<file path="src/rtl/tecla_pkg.sv">
// Shared constants for the keyboard command FIFO: PS/2 make codes, command codes,
// FIFO geometry, handshake FSM states and the scancode-to-command mapping.
package tecla_pkg;

    localparam int unsigned FIFO_DEPTH = 4;
    localparam int unsigned FIFO_W     = 8;
    localparam int unsigned PTR_W      = 2;
    localparam int unsigned CNT_W      = 3;

    localparam logic [CNT_W-1:0] FIFO_FULL_CNT = 3'd4;

    localparam logic [7:0] SC_FORMAT = 8'h2B;
    localparam logic [7:0] SC_HOUR   = 8'h33;
    localparam logic [7:0] SC_TIMER  = 8'h2C;
    localparam logic [7:0] SC_UP     = 8'h75;
    localparam logic [7:0] SC_DOWN   = 8'h72;
    localparam logic [7:0] SC_LEFT   = 8'h6B;
    localparam logic [7:0] SC_RIGHT  = 8'h74;
    localparam logic [7:0] SC_ESC    = 8'h76;
    localparam logic [7:0] SC_BREAK  = 8'hF0;
    localparam logic [7:0] SC_EXT    = 8'hE0;

    localparam logic [FIFO_W-1:0] CMD_NONE   = 8'h00;
    localparam logic [FIFO_W-1:0] CMD_FORMAT = 8'h01;
    localparam logic [FIFO_W-1:0] CMD_HOUR   = 8'h02;
    localparam logic [FIFO_W-1:0] CMD_TIMER  = 8'h03;
    localparam logic [FIFO_W-1:0] CMD_UP     = 8'h10;
    localparam logic [FIFO_W-1:0] CMD_DOWN   = 8'h11;
    localparam logic [FIFO_W-1:0] CMD_LEFT   = 8'h12;
    localparam logic [FIFO_W-1:0] CMD_RIGHT  = 8'h13;
    localparam logic [FIFO_W-1:0] CMD_ESC    = 8'h1F;

    typedef enum logic [1:0] {
        ST_IDLE,
        ST_DECODE,
        ST_ACK,
        ST_WAIT_LOW
    } state_t;

    typedef struct packed {
        logic              hit;
        logic [FIFO_W-1:0] code;
    } cmd_map_t;

    // Break (F0) and extended (E0) prefixes fall into the default branch.
    function automatic cmd_map_t map_scancode(input logic [7:0] sc);
        cmd_map_t m;
        m.hit  = 1'b1;
        m.code = CMD_NONE;
        case (sc)
            SC_FORMAT: m.code = CMD_FORMAT;
            SC_HOUR:   m.code = CMD_HOUR;
            SC_TIMER:  m.code = CMD_TIMER;
            SC_UP:     m.code = CMD_UP;
            SC_DOWN:   m.code = CMD_DOWN;
            SC_LEFT:   m.code = CMD_LEFT;
            SC_RIGHT:  m.code = CMD_RIGHT;
            SC_ESC:    m.code = CMD_ESC;
            default:   m.hit  = 1'b0;
        endcase
        return m;
    endfunction

endpackage

</file>
<file path="src/rtl/tecla_fifo.sv">
// 4x8 first-word fall-through FIFO; push and pop in the same cycle both take
// effect, including when full.
module tecla_fifo
    import tecla_pkg::*;
(
    input  logic              clk,
    input  logic              reset,
    input  logic              push,
    input  logic              pop,
    input  logic [FIFO_W-1:0] din,
    output logic [FIFO_W-1:0] dout,
    output logic              full,
    output logic              empty,
    output logic [CNT_W-1:0]  count
);

    logic [FIFO_W-1:0] mem_q [FIFO_DEPTH];
    logic [FIFO_W-1:0] mem_d [FIFO_DEPTH];
    logic [PTR_W-1:0]  wr_ptr_q, wr_ptr_d;
    logic [PTR_W-1:0]  rd_ptr_q, rd_ptr_d;
    logic [CNT_W-1:0]  count_q, count_d;
    logic              pop_ok;
    logic              push_ok;

    assign empty = (count_q == '0);
    assign full  = (count_q == FIFO_FULL_CNT);
    assign count = count_q;
    assign dout  = mem_q[rd_ptr_q];

    always_comb begin
        mem_d    = mem_q;
        wr_ptr_d = wr_ptr_q;
        rd_ptr_d = rd_ptr_q;
        pop_ok   = pop && !empty;
        // A pop frees the slot the simultaneous push lands in when full.
        push_ok  = push && (!full || pop_ok);
        if (push_ok) begin
            mem_d[wr_ptr_q] = din;
            wr_ptr_d        = wr_ptr_q + 2'd1;
        end
        if (pop_ok) begin
            rd_ptr_d = rd_ptr_q + 2'd1;
        end
        count_d = count_q + {2'b00, push_ok} - {2'b00, pop_ok};
    end

    always_ff @(posedge clk or negedge reset) begin
        if (!reset) begin
            for (int unsigned i = 0; i < FIFO_DEPTH; i++) begin
                mem_q[i] <= '0;
            end
            wr_ptr_q <= '0;
            rd_ptr_q <= '0;
            count_q  <= '0;
        end else begin
            mem_q    <= mem_d;
            wr_ptr_q <= wr_ptr_d;
            rd_ptr_q <= rd_ptr_d;
            count_q  <= count_d;
        end
    end

endmodule

</file>
<file path="src/rtl/tecla_cmd_fifo.sv">
// Keyboard scancode handshake, command mapping and command FIFO for PicoBlaze.
// Optional TECLA_DROP_CNT_EN adds a saturating drop_cnt of discarded codes.
module tecla_cmd_fifo
    import tecla_pkg::*;
(
    input  logic              clk,
    input  logic              reset,
    input  logic [7:0]        letra,
    input  logic              new_data,
    output logic              new_data_pico,
    input  logic              rd_en,
    output logic [FIFO_W-1:0] cmd,
    output logic              cmd_valid,
    output logic              overflow,
    input  logic              clear_ovf
`ifdef TECLA_DROP_CNT_EN
   ,output logic [7:0]        drop_cnt
`endif
);

    state_t            state_q, state_d;
    logic [7:0]        letra_q, letra_d;
    logic              overflow_q, overflow_d;
    cmd_map_t          map;
    logic              push;
    logic              ovf_drop;
    logic [FIFO_W-1:0] fifo_dout;
    logic              fifo_full;
    logic              fifo_empty;
    logic [CNT_W-1:0]  fifo_count;

    always_comb begin
        state_d  = state_q;
        letra_d  = letra_q;
        push     = 1'b0;
        ovf_drop = 1'b0;
        map      = map_scancode(letra_q);
        case (state_q)
            ST_IDLE: begin
                if (new_data) begin
                    letra_d = letra;
                    state_d = ST_DECODE;
                end
            end
            ST_DECODE: begin
                state_d = ST_ACK;
                if (map.hit) begin
                    if (!fifo_full || rd_en) begin
                        push = 1'b1;
                    end else begin
                        ovf_drop = 1'b1;
                    end
                end
            end
            ST_ACK: begin
                state_d = ST_WAIT_LOW;
            end
            ST_WAIT_LOW: begin
                if (!new_data) begin
                    state_d = ST_IDLE;
                end
            end
            default: state_d = ST_IDLE;
        endcase
        overflow_d = ovf_drop ? 1'b1 : (clear_ovf ? 1'b0 : overflow_q);
    end

    always_ff @(posedge clk or negedge reset) begin
        if (!reset) begin
            state_q    <= ST_IDLE;
            letra_q    <= '0;
            overflow_q <= 1'b0;
        end else begin
            state_q    <= state_d;
            letra_q    <= letra_d;
            overflow_q <= overflow_d;
        end
    end

    tecla_fifo u_fifo (
        .clk   (clk),
        .reset (reset),
        .push  (push),
        .pop   (rd_en),
        .din   (map.code),
        .dout  (fifo_dout),
        .full  (fifo_full),
        .empty (fifo_empty),
        .count (fifo_count)
    );

    assign new_data_pico = (state_q == ST_ACK);
    assign cmd           = fifo_empty ? CMD_NONE : fifo_dout;
    assign cmd_valid     = (fifo_count != '0);
    assign overflow      = overflow_q;

`ifdef TECLA_DROP_CNT_EN
    logic [7:0] drop_cnt_q, drop_cnt_d;
    logic       drop_event;

    // Every DECODE that does not push is either unmapped or an overflow drop.
    always_comb begin
        drop_event = (state_q == ST_DECODE) && !push;
        drop_cnt_d = drop_cnt_q;
        if (clear_ovf) begin
            drop_cnt_d = '0;
        end else if (drop_event && (drop_cnt_q != '1)) begin
            drop_cnt_d = drop_cnt_q + 8'd1;
        end
    end

    always_ff @(posedge clk or negedge reset) begin
        if (!reset) begin
            drop_cnt_q <= '0;
        end else begin
            drop_cnt_q <= drop_cnt_d;
        end
    end

    assign drop_cnt = drop_cnt_q;
`endif

endmodule
</file>
<file path="config.mk">
export PLATFORM = sky130hd
export DESIGN_NAME = tecla_cmd_fifo
export DESIGN_NICKNAME = d
export VERILOG_FILES = /design/src/rtl/tecla_pkg.sv /design/src/rtl/tecla_fifo.sv /design/src/rtl/tecla_cmd_fifo.sv
export SDC_FILE = /design/constraint.sdc
export NUM_CORES = 1
export LEC_CHECK = 0
export BUFFER_PORTS_ARGS = -buffer_cell sky130_fd_sc_hd__buf_2
export CAP_MARGIN = 20
export CORE_MARGIN = 2
export CORE_UTILIZATION = 45
export DETAILED_ROUTE_END_ITERATION = 7
export PLACE_DENSITY = 0.73
export SYNTH_ARGS = -nofsm -noshare
export SYNTH_HDL_FRONTEND = slang
export SYNTH_HIERARCHICAL = 1
export SYNTH_SLANG_ARGS = --single-unit
</file>
<file path="constraint.sdc">
create_clock -name clk -period 5.27 [get_ports clk]
set_input_delay 0.527 -clock clk [delete_from_list [all_inputs] [get_ports clk]]
set_output_delay 0.527 -clock clk [all_outputs]
set_load 0.01 [all_outputs]
</file>
==> qor.yml <==
synth:
  ys_warn_count: 6
  synth_edf_count: 0
  synth_top_area_cell: "dfrtp_1"
  ys_ff_latch: 50
  synthSimpleGateAreaFrac_pct: 12.9
  synth-compound-area-share_pct: 4.05
  syn_area_um2: 2600
  synth_area_leaders: "dfrtp_1, mux2_2, mux4_2"
  synth_top_family_by_area: "multiplexers"
  synth_fa_ha_area_share_pct: 5.59
  synth_top_area_share_pct: 48.2
  synth_area_per_cell_um2: 13.3
  synthXorXnorAreaFrac_pct: 1.69
  synth.area.mux_share_pct: 25.5
  synth.most_common_cell: "dfrtp_1"
  yosysSeqAreaShare_pct: 48.2
  synthArstFlopShare_pct: 100
  syn_inst: 195
  synth_ff_type: "dfrtp_1"
  synth_cell_type_count: 41
  synth_commonest_cells: "dfrtp_1, mux2_2, ha_1"
clock_network:
  clkLatencyLatePin_ns: 0.31
  cts_tree: "built"
  h-tree-depth: 2
  cts-root-buf: "clkbuf_8"
  cts_buffers: 5
  post_cts_resized: 0
  hold_buffers: 0
  cts.sinks: 50
  post-cts-setup-buffers: 0
  ctsLongestPathBuffers: 2
  clk_pin_slew_ns: 0.11
power_and_ir_drop:
  p_sw_uw: 449
  ir_worst_vdd_mv: 0.177
  p_per_area_nw_per_um2: 421
  combPwrFrac_pct: 31.4
  power_mw: 1.24
  intPower_uw: 786
  p_sw_share_pct: 36.4
  p_clk_share_pct: 19.4
  power_frac_seq_pct: 49.3
  p_leak_nw: 1.41
flow_run:
  maxCapViolations: 0
global_routing:
  grt_first_pass_wirelength_mm: 7.51
  grt_max_degree: 51
  grt_antenna_before_repair: 0
  grt-ovfl-total: 0
  grt_pass1_vias: 1621
  grt_util_all_layers_pct: 15.5
timing:
  skew_ns: 0.0135
  fin_worst_hold_slack_ns: 0.304
  max_freq_ghz: 0.383
  finalSetupViolations: 0
  worst_pin_slew_ns: 0.608
  setup-tns-final_ns: 0
  drv_slew: 0
  rsz0062_at_grt: "false"
  period_share_pct: 49.6
  fin_ws_ns: 2.66
  fin_crit_ns: 2.61
  hold_violations: 0
  slew_headroom_pct: 59.4
floorplanning:
  std_cell_rows: 27
  core_area_um2: 5540
  die-area_um2: 6400
  initial_core_util_pct: 46.9
  dieWidth_um: 80.0
  die_y_um: 80.0
  ios: 24
final_layout:
  diodes: 0
  syn_to_final_growth_pct: 13.0
  final_nets: 258
  fin_cells: 307
  drive_above_1_share_pct: 38.7
  fill_cells: 497
place:
  place_ws_ns: 2.68
  io_buffers: 23
  gp_congestion: 0.712
  placedCellCount: 298
  post-dp-hpwl_mm: 3.09
run_status:
  outcome: "completed"
route:
  drt-total-wl_mm: 4.42
  via_per_inst: 5.17
  ant_nets: 0
  drt_iter0_markers: 86
  vias: 1586
  drcViolationCount: 0
  wl_per_cell_um: 14.4
  dr.pass1.iters: 4
setup_path:
  r2r-start: "letra_q[6]"
  arrival_ns: 2.84
  reg2reg_to: "u_fifo/count[2]"
  required_ns: 5.50
  crit_fanout: 13
  worst_r2r_path_depth: 10
  cp-start-kind: "flip-flop"
  crit_type: "reg2reg"
  r2r_setup_slack_ns: 2.66
  critPathCaptureType: "flip-flop"
  worstSetupStartpoint: "letra_q[6]"
hold_path:
  hold_path_class: "in2async"
critical path, stage by stage, from the launching register on:
cell and delay [ns]:
dfrtp_1 0.58, nor4b_2 0.10, a32o_1 0.22, a221oi_2 0.31, nor2_1 0.17, nand2b_1 0.17, mux2i_1 0.10, ha_1 0.21
fa_1 0.37, xnor2_1 0.17, xnor2_1 0.13
how the worst max path moves through the flow:
stage	endpoint	slack, ns
after global placement	u_fifo/count[2]	2.75
after detailed placement	u_fifo/count[2]	2.68
final	u_fifo/count[2]	2.66
after global routing	u_fifo/count[2]	2.45
after floorplan	u_fifo/count[2]	2.89
after CTS	u_fifo/count[2]	2.65
cells by family after synthesis:
family / count (synthesis)
AO/OA/AOI/OAI: 15
XOR/XNOR: 5
adder cells (fa/ha/maj): 11
buffers and inverters: 12
flip-flops: 50
multiplexers: 51
other: 1
AND/OR/NAND/NOR: 50
routing by layer:
layer | GRT usage, % | vias to the layer above | part of all wire (%)
li1 | - | 761 | -
met1 | 19.7 | 810 | 45
met2 | 26.5 | 10 | 52
met3 | 2.83 | 5 | 1.7
met4 | 5.08 | 0 | 1.4
met5 | 0 | - | 0
cell type report:
type / count / area (um2) / share of cell area (%)
Sequential cell: 50 / 1250 / 42.6
Timing Repair Buffer: 26 / 135 / 4.60
Clock buffer: 5 / 68.8 / 2.34
Clock inverter: 3 / 28.8 / 0.980
Multi-Input combinational cell: 144 / 1340 / 45.5
Tap cell: 72 / 90.1 / 3.07
Inverter: 7 / 26.3 / 0.895
power by group through the flow:
stage	registers, mW	clock network, mW	logic [mW]
after floorplan	0.536	0	0.374
after global placement	0.613	0	0.385
after detailed placement	0.619	0	0.393
after CTS	0.611	0.246	0.395
after global routing	0.631	0.263	0.434
final	0.609	0.239	0.388
sequential cells by signal, summed over array words and instances (netlist names):
signal and flops:
state_q 2, u_fifo/count 3, overflow 1, u_fifo/wr_ptr_q 2, u_fifo/rd_ptr_q 2, letra_q 8, u_fifo/mem_q 32
stage by stage:
step	util [%]	instance area [um2]
6_report	53.0	2940
5_1_grt	53.0	2940
4_1_cts	52.9	2930
3_5_place_dp	51.1	2830
3_3_place_gp	51.1	2830
2_1_floorplan	-	2640
placed cells by master, fill, tap and decap left out, types with 2 or more instances in the layout:
master,count
a21oi_1,2
buf_2,24
buf_4,2
clkbuf_8,5
clkinv_4,2
conb_1,12
dfrtp_1,50
ha_1,10
inv_1,7
mux2_1,2
mux2_2,39
mux2i_1,2
mux4_2,8
nand2_1,8
nand2b_1,2
nand3b_1,4
nor2_1,7
nor2_2,4
nor2b_1,9
nor3b_1,3
o21ai_0,5
o22ai_1,2
or2b_1,2
xnor2_1,5
(Power assumes the default switching activity.)
